**src/rtl/bg_frame_scheduler.sv**
```systemverilog
// bg_frame_scheduler: runs an array of background-removal PEs through one frame.
// Sum phase (start, wait for all SUM_DONE, ack), reduction of the per-PE colour
// sums to the expected background RGB, then the removal phase (start, wait for
// all BG_DONE, ack) and a one-cycle Done pulse.
// Optional feature macro: BGS_WATCHDOG_EN adds a wait-state watchdog that sets
// a sticky Error flag, pulses Ack once and abandons the frame without Done.
// Assumes SUM_W >= 8 so the averaged value can be saturated to 8 bits.
module bg_frame_scheduler #(
   parameter int NUM_PE      = 4,
   parameter int LOG2_PIX    = 2,
   parameter int SUM_W       = 16,
   parameter int TIMEOUT_CYC = 1024
) (
   input  logic                    Clk,
   input  logic                    Reset_n,
   input  logic                    Go,
   input  logic                    Skip_Sum,
   input  logic [NUM_PE-1:0]       Pe_Qsd,
   input  logic [NUM_PE-1:0]       Pe_Qbgd,
   input  logic [NUM_PE*SUM_W-1:0] Pe_Red_Sum,
   input  logic [NUM_PE*SUM_W-1:0] Pe_Green_Sum,
   input  logic [NUM_PE*SUM_W-1:0] Pe_Blue_Sum,
   output logic                    Start_Sum,
   output logic                    Start_BgRemoval,
   output logic                    Ack,
   output logic [7:0]              Red_Exp,
   output logic [7:0]              Green_Exp,
   output logic [7:0]              Blue_Exp,
   output logic                    Busy,
   output logic                    Done,
   output logic                    Error
);

   // index needs at least one bit even for a single PE
   localparam int IDX_W = (NUM_PE > 1) ? $clog2(NUM_PE) : 1;
   // accumulator wide enough that NUM_PE full-scale sums cannot overflow
   localparam int ACC_W = SUM_W + IDX_W;
   localparam logic [IDX_W-1:0] LAST_IDX = IDX_W'(NUM_PE - 1);

   typedef enum logic [3:0] {
      IDLE, S_START, S_WAIT, S_ACK, REDUCE, AVG, B_START, B_WAIT, B_ACK, FIN
   } state_t;

   state_t r_state;
   state_t w_state_next;

   logic             w_start_sum;
   logic             w_start_bg;
   logic             w_ack;
   logic             w_done;
   logic             w_timeout;
   logic             w_wd_fire;
   logic             r_abort;
   logic             r_error;

   logic [IDX_W-1:0] r_idx;
   logic [ACC_W-1:0] r_red_acc;
   logic [ACC_W-1:0] r_green_acc;
   logic [ACC_W-1:0] r_blue_acc;
   logic [7:0]       r_red_exp;
   logic [7:0]       r_green_exp;
   logic [7:0]       r_blue_exp;

   logic [SUM_W-1:0] w_red_pe   [NUM_PE];
   logic [SUM_W-1:0] w_green_pe [NUM_PE];
   logic [SUM_W-1:0] w_blue_pe  [NUM_PE];
   logic [SUM_W-1:0] w_red_sel;
   logic [SUM_W-1:0] w_green_sel;
   logic [SUM_W-1:0] w_blue_sel;

   // unpack the flat per-PE sum buses into arrays indexed by PE number
   genvar gi;
   generate
      for (gi = 0; gi < NUM_PE; gi++) begin : g_unpack
         assign w_red_pe[gi]   = Pe_Red_Sum[gi*SUM_W +: SUM_W];
         assign w_green_pe[gi] = Pe_Green_Sum[gi*SUM_W +: SUM_W];
         assign w_blue_pe[gi]  = Pe_Blue_Sum[gi*SUM_W +: SUM_W];
      end
   endgenerate

   assign w_red_sel   = w_red_pe[r_idx];
   assign w_green_sel = w_green_pe[r_idx];
   assign w_blue_sel  = w_blue_pe[r_idx];

   // a zero timeout would abort every wait immediately; reject it at elaboration
   generate
      if (TIMEOUT_CYC < 1) begin : g_bad_timeout
         bad_parameter_timeout_cyc_must_be_positive u_bad ();
      end
   endgenerate

`ifdef BGS_WATCHDOG_EN
   localparam int WD_W = $clog2(TIMEOUT_CYC + 1);
   localparam logic [WD_W-1:0] WD_LAST = WD_W'(TIMEOUT_CYC - 1);

   logic [WD_W-1:0] r_wd_cnt;
   logic            w_in_wait;

   assign w_in_wait = (r_state == S_WAIT) || (r_state == B_WAIT);
   assign w_timeout = w_in_wait && (r_wd_cnt == WD_LAST);

   // cycle counter: zero outside the wait states, counts while waiting
   always_ff @(posedge Clk or negedge Reset_n) begin
      if (!Reset_n) begin
         r_wd_cnt <= '0;
      end else if (w_in_wait) begin
         r_wd_cnt <= r_wd_cnt + 1'b1;
      end else begin
         r_wd_cnt <= '0;
      end
   end

   // sticky error flag, cleared only by reset
   always_ff @(posedge Clk or negedge Reset_n) begin
      if (!Reset_n) begin
         r_error <= 1'b0;
      end else if (w_wd_fire) begin
         r_error <= 1'b1;
      end
   end
`else
   assign w_timeout = 1'b0;

   // no watchdog: the error flag never sets
   always_ff @(posedge Clk or negedge Reset_n) begin
      if (!Reset_n) begin
         r_error <= 1'b0;
      end else begin
         r_error <= 1'b0;
      end
   end
`endif

   // state register
   always_ff @(posedge Clk or negedge Reset_n) begin
      if (!Reset_n) begin
         r_state <= IDLE;
      end else begin
         r_state <= w_state_next;
      end
   end

   // next-state and pulse decode; completion wins over a same-cycle timeout
   always_comb begin
      w_state_next = r_state;
      w_start_sum  = 1'b0;
      w_start_bg   = 1'b0;
      w_ack        = 1'b0;
      w_done       = 1'b0;
      w_wd_fire    = 1'b0;
      case (r_state)
         IDLE: begin
            if (Go) begin
               w_state_next = Skip_Sum ? B_START : S_START;
            end
         end
         S_START: begin
            w_start_sum  = 1'b1;
            w_state_next = S_WAIT;
         end
         S_WAIT: begin
            if (&Pe_Qsd) begin
               w_state_next = S_ACK;
            end else if (w_timeout) begin
               w_wd_fire    = 1'b1;
               w_state_next = B_ACK;
            end
         end
         S_ACK: begin
            w_ack        = 1'b1;
            w_state_next = REDUCE;
         end
         REDUCE: begin
            if (r_idx == LAST_IDX) begin
               w_state_next = AVG;
            end
         end
         AVG: begin
            w_state_next = B_START;
         end
         B_START: begin
            w_start_bg   = 1'b1;
            w_state_next = B_WAIT;
         end
         B_WAIT: begin
            if (&Pe_Qbgd) begin
               w_state_next = B_ACK;
            end else if (w_timeout) begin
               w_wd_fire    = 1'b1;
               w_state_next = B_ACK;
            end
         end
         B_ACK: begin
            w_ack        = 1'b1;
            w_state_next = r_abort ? IDLE : FIN;
         end
         FIN: begin
            w_done       = 1'b1;
            w_state_next = IDLE;
         end
         default: begin
            w_state_next = IDLE;
         end
      endcase
   end

   // remembers that the pending B_ACK ends an abandoned frame (no Done)
   always_ff @(posedge Clk or negedge Reset_n) begin
      if (!Reset_n) begin
         r_abort <= 1'b0;
      end else if (w_wd_fire) begin
         r_abort <= 1'b1;
      end else if (r_state == B_ACK) begin
         r_abort <= 1'b0;
      end
   end

   // divide by the pixel count and clamp to the 8-bit colour range
   function automatic logic [7:0] sat_avg(input logic [ACC_W-1:0] acc);
      logic [ACC_W-1:0] shifted;
      shifted = acc >> LOG2_PIX;
      if (shifted > ACC_W'(255)) begin
         return 8'hFF;
      end
      return shifted[7:0];
   endfunction

   // reduction datapath: one PE per cycle, then latch the averaged colours
   always_ff @(posedge Clk or negedge Reset_n) begin
      if (!Reset_n) begin
         r_idx       <= '0;
         r_red_acc   <= '0;
         r_green_acc <= '0;
         r_blue_acc  <= '0;
         r_red_exp   <= '0;
         r_green_exp <= '0;
         r_blue_exp  <= '0;
      end else begin
         case (r_state)
            S_ACK: begin
               r_idx       <= '0;
               r_red_acc   <= '0;
               r_green_acc <= '0;
               r_blue_acc  <= '0;
            end
            REDUCE: begin
               r_red_acc   <= r_red_acc   + ACC_W'(w_red_sel);
               r_green_acc <= r_green_acc + ACC_W'(w_green_sel);
               r_blue_acc  <= r_blue_acc  + ACC_W'(w_blue_sel);
               if (r_idx != LAST_IDX) begin
                  r_idx <= r_idx + 1'b1;
               end
            end
            AVG: begin
               r_red_exp   <= sat_avg(r_red_acc);
               r_green_exp <= sat_avg(r_green_acc);
               r_blue_exp  <= sat_avg(r_blue_acc);
            end
            default: begin
            end
         endcase
      end
   end

   assign Start_Sum       = w_start_sum;
   assign Start_BgRemoval = w_start_bg;
   assign Ack             = w_ack;
   assign Done            = w_done;
   assign Busy            = (r_state != IDLE);
   assign Error           = r_error;
   assign Red_Exp         = r_red_exp;
   assign Green_Exp       = r_green_exp;
   assign Blue_Exp        = r_blue_exp;

endmodule

```
**config.mk**
```make
export PLATFORM = sky130hd
export DESIGN_NAME = bg_frame_scheduler
export DESIGN_NICKNAME = d
export VERILOG_FILES = /design/src/rtl/bg_frame_scheduler.sv
export SDC_FILE = /design/constraint.sdc
export NUM_CORES = 1
export LEC_CHECK = 0
export ABC_AREA = 1
export CORE_ASPECT_RATIO = 0.75
export CORE_MARGIN = 2
export CORE_UTILIZATION = 49
export CTS_BUF_LIST = sky130_fd_sc_hd__clkbuf_8
export CTS_CLUSTER_DIAMETER = 100
export DETAILED_ROUTE_END_ITERATION = 8
export GPL_TIMING_DRIVEN = 0
export PLACE_DENSITY_LB_ADDON = 0.08
export SLEW_MARGIN = 20
export SYNTH_ARGS = -nofsm -noshare
export SYNTH_HDL_FRONTEND = slang
export SYNTH_SLANG_ARGS = --single-unit
```
**constraint.sdc**
```tcl
create_clock -name Clk -period 3 [get_ports Clk]
set_input_delay 0.3 -clock Clk [delete_from_list [all_inputs] [get_ports Clk]]
set_output_delay 0.3 -clock Clk [all_outputs]
set_load 0.005 [all_outputs]
```
==> results_dict.tcl, run 1 <==
set metrics [dict create \
    combPwrFrac_pct 72.9 \
    synth.area.top_cells "dfrtp_1 28%, nand2_1 16%, nor2_1 9.3%, ha_1 8.1%, o21ai_0 8.0%" \
    drc_errors 0 \
    die-width_um 148 \
    rrSetupSlack_ns 0.14 \
    rr_endpoint "r_green_acc[16]" \
    core.rowCount 39 \
    grt_pass1_wl_mm 45.3 \
    initial_core_util_pct 50.0 \
    gr-max-usage-layer "met2" \
    grt_usage_pct 35.3 \
    cts.clk_slew.worst_paths_ns 0.10 \
    synth_top_area_cell "dfrtp_1" \
    cell_internal_pwr_mw 4.45 \
    setup_viol 0 \
    synth_top_area_share_pct 27.6 \
    htree_levels 3 \
    core_region_area_um2 15200 \
    min_period_ns 2.86 \
    r2r-start "r_idx[0]" \
    p_switching_mw 5.38 \
    crit_fanout 10 \
    synth.distinct_cells 37 \
    cts_buffer_depth 2 \
    crit_type "flip-flop to flip-flop" \
    cts_tree "built" \
    critPathSlowestCell "dfrtp_1" \
    max_freq_mhz 350 \
    yosysSeqAreaShare_pct 27.6 \
    relSlewSlack_pct 66.4 \
    fin_worst_skew_ns 0.0133 \
    fp.dieH_um 112 \
    grt_pass1_vias 8550 \
    grt_max_degree 56 \
    final_cells 1682 \
    cts_made_buffers 9 \
    hold_violations 0 \
    p_per_area_nw_per_um2 931 \
    pwr-share-seq_pct 18.8 \
    sw_frac_of_total_pct 54.7 \
    yosys-top-cells-count "317 x nand2_1, 189 x nor2_1, 128 x inv_1, 121 x o21ai_0, 84 x dfrtp_1" \
    path_cells "buf_2 -> inv_4 -> clkbuf_2 -> o21ai_0 -> o22ai_2 -> ha_2 -> inv_1 -> fa_2 -> o21ai_2 -> nand2_1 -> nand2_1 -> nand2_1 -> nand2_1 -> nand2_1 -> nand2_1 -> nand2_1" \
    postRouteAntennaNets 0 \
    met3_usage_pct 6.52 \
    power_frac_clock_pct 8.3 \
    endpoint_kind "flip-flop" \
    first_pass_iters 6 \
    hp-class "primary input to async pin" \
    io_buffers 232 \
    layout.nets 1728 \
    fill_cells 1407 \
    drtIter0Drc 845 \
    gr-usage-met1_pct 50.9 \
    io_pins 234 \
    status "finished, final reports clean" \
    gp_congestion 1.00 \
    drv_slew 0 \
    area_delta_synth_final_pct 38.8 \
    worst_r2r_path_depth 16 \
    rsz0062_at_grt "no" \
    cts_root_buf "clkbuf_8" \
    wl_mm 29.6 \
    fin_crit_sh_pct 95.3 \
    cpPeakStageDelay_ns 0.38 \
    vdd_drop_max_mv 0.427 \
    cp_data_required_time_ns 3.27 \
    critPathLaunchType "flip-flop" \
    netlist_area_um2 7610 \
    overflow 0 \
    ys_seq_elements 84 \
    synth_area_per_cell_um2 6.22 \
    placed_cells 1661 \
    p_leak_nw 5.14 \
    vias 9427 \
    async_reset_ff_share_pct 100 \
    n_antenna_cell 0 \
    syn_nets 1479 \
    vias_per_cell 5.60 \
    synth.most_common_cell "nand2_1" \
    maxCapViolCount 0 \
    die-area_um2 16600 \
    crit_top_cell "nand2_1" \
    dp_hpwl_mm 23.2 \
    antenna_found_initial 0 \
    drive_above_1_share_pct 6.77 \
    critical_path_arrival_ns 3.13 \
    fin_setup_tns_ns 0 \
    ys.flop_type "dfrtp_1" \
    clock_sinks 84 \
    synth-edff-count 0 \
    yosys_warnings 0 \
    clock_latency_ns 0.38 \
    use_met2_pct 54.7 \
    wl_per_cell_um 17.6 \
    tightestPinTransition_ns 0.504 \
    netlist_instances 1223 \
]
-- placed cells by master (no fill, tap or decap), drive strengths merged, types with 7 or more instances in the layout --
cell type | Yosys | routed
and2 | 7 | 7
clkbuf | 26 | 34
nor3 | 7 | 7
nor2 | 194 | 194
o21ai | 134 | 134
dfrtp | 84 | 84
ha | 49 | 49
nand2 | 319 | 319
buf | 23 | 31
a31oi | 18 | 18
clkdlybuf4s50 | 0 | 231
o22ai | 57 | 57
inv | 135 | 135
nor4 | 10 | 10
a21oi | 59 | 59
nand3 | 71 | 71
-- state kept, by name (all words and copies together), names as in the netlist --
name and flops:
r_blue_acc 18, r_idx 2, r_green_acc 18, r_state 4, Red_Exp 8, r_red_acc 18, Green_Exp 8, Blue_Exp 8
-- cell type report --
type | count | area, um^2 | area share [%]
flip-flops and latches | 84 | 2100 | 19.9
multi-input cells | 955 | 4800 | 45.5
repair buffers | 238 | 2390 | 22.6
plain buffers | 49 | 312 | 2.95
inverters | 135 | 513 | 4.86
clock inverters | 6 | 48.8 | 0.462
clock buffers | 10 | 138 | 1.30
well taps | 205 | 256 | 2.43
-- through the flow --
stage          setup WS, ns  power [mW]  instance area [um^2]  hold WS, ns  util (%)
2_1_floorplan         0.487        6.51                  7610      0.00441         -
3_3_place_gp          -1.55        8.55                 10200        0.489      66.9
3_5_place_dp         -0.434        8.69                 10200        0.265      67.1
4_1_cts             0.00186        9.57                 10500        0.392      68.8
5_1_grt             0.00667        10.7                 10600        0.419      69.4
6_report              0.140        9.83                 10600        0.387      69.4
-- logic make-up after synthesis --
family	share of synthesized area, %
simple gates	33.1
compound gates	20.3
buf+inv	9.74
flops	27.6
fa+ha+maj	8.85
xor+xnor	0.345
other cells	0.0493
-- per-layer routing --
layer	vias to the layer above	share of wire, %
met2	471	44
met1	4335	45
met3	66	9.3
met5	-	0
li1	4555	-
met4	0	2.4
-- critical path, delay by kind of cell (launching register included) --
family / cells / cell delay, ns
AND/OR/NAND/NOR: 7 / 0.58
buffers and inverters: 4 / 0.70
AO/OA/AOI/OAI: 3 / 0.50
adder cells (fa/ha/maj): 2 / 0.60
flip-flops: 1 / 0.38
-- power by group through the flow --
stage	logic [mW]	registers, mW	clock network, mW
6_report	7.16	1.85	0.816
5_1_grt	7.94	1.89	0.863
4_1_cts	6.92	1.83	0.818
3_5_place_dp	6.84	1.85	0
3_3_place_gp	6.70	1.84	0
2_1_floorplan	4.72	1.78	0
-- timing repair --
item / 4_1_cts / 5_1_grt
buffers inserted: 0 / 4
hold buffers: 1 / 0
endpoints found under the setup margin: 25 / 28
pin swaps: 0 / 4
resized for setup: 27 / 42
hold endpoints to repair: 29 / 0
-- worst max path at each step --
| stage | depth (start not counted) | start | to | slack (ns) |
|---|---|---|---|---|
| floorplan | 17 | r_idx[0] | r_green_acc[16] | 0.49 |
| global placement | 1 | Reset_n | r_red_acc[14] | -1.55 |
| detailed placement | 16 | r_idx[1] | r_green_acc[16] | -0.43 |
| CTS | 16 | r_idx[0] | r_green_acc[16] | 0.002 |
| global route | 16 | r_idx[0] | r_red_acc[16] | 0.007 |
| finish | 16 | r_idx[0] | r_green_acc[16] | 0.14 |
(Power assumes the default switching activity.)
==> run 2, diff against run 1 <==
--- a/config.mk
+++ b/config.mk
@@ -11,8 +11,10 @@
 export CORE_UTILIZATION = 49
 export CTS_BUF_LIST = sky130_fd_sc_hd__clkbuf_8
 export CTS_CLUSTER_DIAMETER = 100
+export CTS_CLUSTER_SIZE = 40
 export DETAILED_ROUTE_END_ITERATION = 8
 export GPL_TIMING_DRIVEN = 0
+export HOLD_SLACK_MARGIN = 0.1
 export PLACE_DENSITY_LB_ADDON = 0.08
 export SLEW_MARGIN = 20
 export SYNTH_ARGS = -nofsm -noshare
==> constraint.sdc (replaced) <==
create_clock -name Clk -period 2.75 [get_ports Clk]
set_input_delay 0.275 -clock Clk [delete_from_list [all_inputs] [get_ports Clk]]
set_output_delay 0.275 -clock Clk [all_outputs]
set_load 0.005 [all_outputs]
==> results_dict.tcl, run 2 (synthesis results as in run 1) <==
set metrics [dict create \
    setup_viol 0 \
    antenna_found_initial 0 \
    reg_top3 "r_blue_acc x18, r_green_acc x18, r_red_acc x18" \
    rrSetupSlack_ns 0.08 \
    critPathSlowestCell "dfrtp_1" \
    hold_violations 0 \
    routedLengthMet1_mm 13.2 \
    crit_type "flip-flop to flip-flop" \
    drtIter0Drc 960 \
    sw_frac_of_total_pct 54.3 \
    postRouteAntennaNets 0 \
    die-area_um2 16600 \
    drv_slew 0 \
    final_cells 1690 \
    p_per_area_nw_per_um2 1030 \
    path_cells "buf_6 -> clkinvlp_4 -> buf_2 -> o21ai_0 -> o22ai_1 -> ha_1 -> a21oi_1 -> o21ai_2 -> buf_4 -> or2_2 -> nand3_1 -> o21ai_0" \
    crit_fanout 10 \
    cts_buffer_depth 2 \
    overflow 0 \
    critical_path_arrival_ns 2.93 \
    drc_errors 0 \
    fin_worst_skew_ns 0.0112 \
    grt_pass1_vias 8580 \
    setup_ws_ns 0.0844 \
    status "finished, final reports clean" \
    max_freq_mhz 375 \
    die-width_um 148 \
    wl_met3_mm 2.86 \
    cts_made_buffers 9 \
    min_period_ns 2.67 \
    wl_met2_mm 13.2 \
    vias 9476 \
    cts.clk_slew.worst_paths_ns 0.10 \
    io_pins 234 \
    placed_cells 1661 \
    gp_congestion 1.00 \
    cpPeakStageDelay_ns 0.41 \
    drive_above_1_share_pct 8.48 \
    rr_endpoint "r_red_acc[4]" \
    combPwrFrac_pct 73.6 \
    grt_usage_pct 35.4 \
    mostFrequentLayoutCell "nand2_1" \
    power_frac_clock_pct 8.1 \
    core_region_area_um2 15200 \
    cts_root_buf "clkbuf_8" \
    p_leak_nw 5.21 \
    worst_r2r_path_depth 12 \
    r2r-start "r_idx[1]" \
    fin_crit_sh_pct 96.9 \
    relSlewSlack_pct 65.8 \
    fp.dieH_um 112 \
    fin_area_um2 10800 \
    first_pass_iters 6 \
    setup.worst_path.end "r_red_acc[4]" \
    cp-startpoint "r_idx[1]" \
    worst-path-buf-inv 4 \
    rsz0062_at_grt "yes" \
    htree_levels 3 \
    n_antenna_cell 0 \
    layout_common_cells "309 x nand2_1, 231 x clkdlybuf4s50_1, 186 x nor2_1, 127 x inv_1, 117 x o21ai_0" \
    initial_core_util_pct 50.0 \
    clock_sinks 84 \
    topRoutingLayerUsed "met4" \
    wl_mm 29.9 \
    layout.nets 1736 \
    area_delta_synth_final_pct 41.3 \
    pre_cts_slack_ns -0.684 \
    core.rowCount 39 \
    tightestPinTransition_ns 0.513 \
    endpoint_kind "flip-flop" \
    placed_cell_area_um2 10200 \
    cp_num_cells 12 \
    io_buffers 232 \
    clock_latency_ns 0.38 \
    critPathTopFamily "compound AO/OA/AOI/OAI gates" \
    dp_hpwl_mm 23.2 \
    whs_ns 0.363 \
    critPathLaunchType "flip-flop" \
    crit_top_cell "o21ai_0" \
    pwr-share-seq_pct 18.3 \
    wl_per_cell_um 17.7 \
    cts_tree "built" \
    maxCapViolCount 0 \
    vdd_drop_max_mv 0.465 \
    grt_max_degree 56 \
    cell_internal_pwr_mw 5.04 \
    vias_per_cell 5.61 \
    total_power_mw 11.0 \
    cp_data_required_time_ns 3.01 \
    p_switching_mw 5.99 \
    fill_cells 1379 \
    grt_pass1_wl_mm 45.4 \
    hp-class "primary input to async pin" \
]
[run 2: through the flow]
step	setup TNS, ns	util, %
finish	0	70.6
global route	-0.0372	70.6
CTS	-0.132	69.5
detailed placement	-12.16	67.1
global placement	-159.98	66.9
floorplan	0	-
[run 2: layer usage]
layer  global-route usage, %  up-vias
met5                       0        -
met4                    9.52        0
met3                    6.64       51
met2                    54.9      463
met1                    50.8     4394
li1                        -     4568
[run 2: repair_timing]
item,CTS,global route
endpoints found under the hold margin,29,0
pin swaps,5,12
buffers inserted,4,8
endpoints found under the setup margin,42,37
gates resized for setup,54,60
hold buffers,1,0
[run 2: power groups by stage]
| stage | Sequential [mW] | Clock (mW) | Combinational (mW) |
|---|---|---|---|
| 2_1_floorplan | 1.95 | 0 | 5.15 |
| 3_3_place_gp | 2.01 | 0 | 7.31 |
| 3_5_place_dp | 2.02 | 0 | 7.46 |
| 4_1_cts | 2.00 | 0.892 | 7.65 |
| 5_1_grt | 2.06 | 0.943 | 8.93 |
| 6_report | 2.02 | 0.889 | 8.11 |
[run 2: worst min path at each step]
stage,cells past startpoint,to,slack [ns]
finish,2,Blue_Exp[3],0.36
global route,2,Blue_Exp[6],0.39
CTS,2,Blue_Exp[3],0.37
detailed placement,1,Blue_Exp[3],0.24
global placement,1,r_red_acc[0],0.49
floorplan,0,Blue_Exp[0],-0.02
[run 2: final cells by class]
class | count | area (um^2) | share of cell area, %
multi-input combinational | 955 | 4870 | 45.3
sequential | 84 | 2100 | 19.5
buffer | 49 | 370 | 3.44
tap | 205 | 256 | 2.39
clock buffer | 10 | 138 | 1.28
clock inverter | 6 | 48.8 | 0.454
timing repair buffer | 246 | 2450 | 22.8
inverter | 135 | 518 | 4.82
[run 2: worst reg2reg max path, delay by kind of cell, from the launching register on]
family          cells  cell delay (ns)
fa+ha+maj           1             0.31
simple gates        2             0.33
compound gates      5             0.80
buf+inv             4             0.70
flops               1             0.41
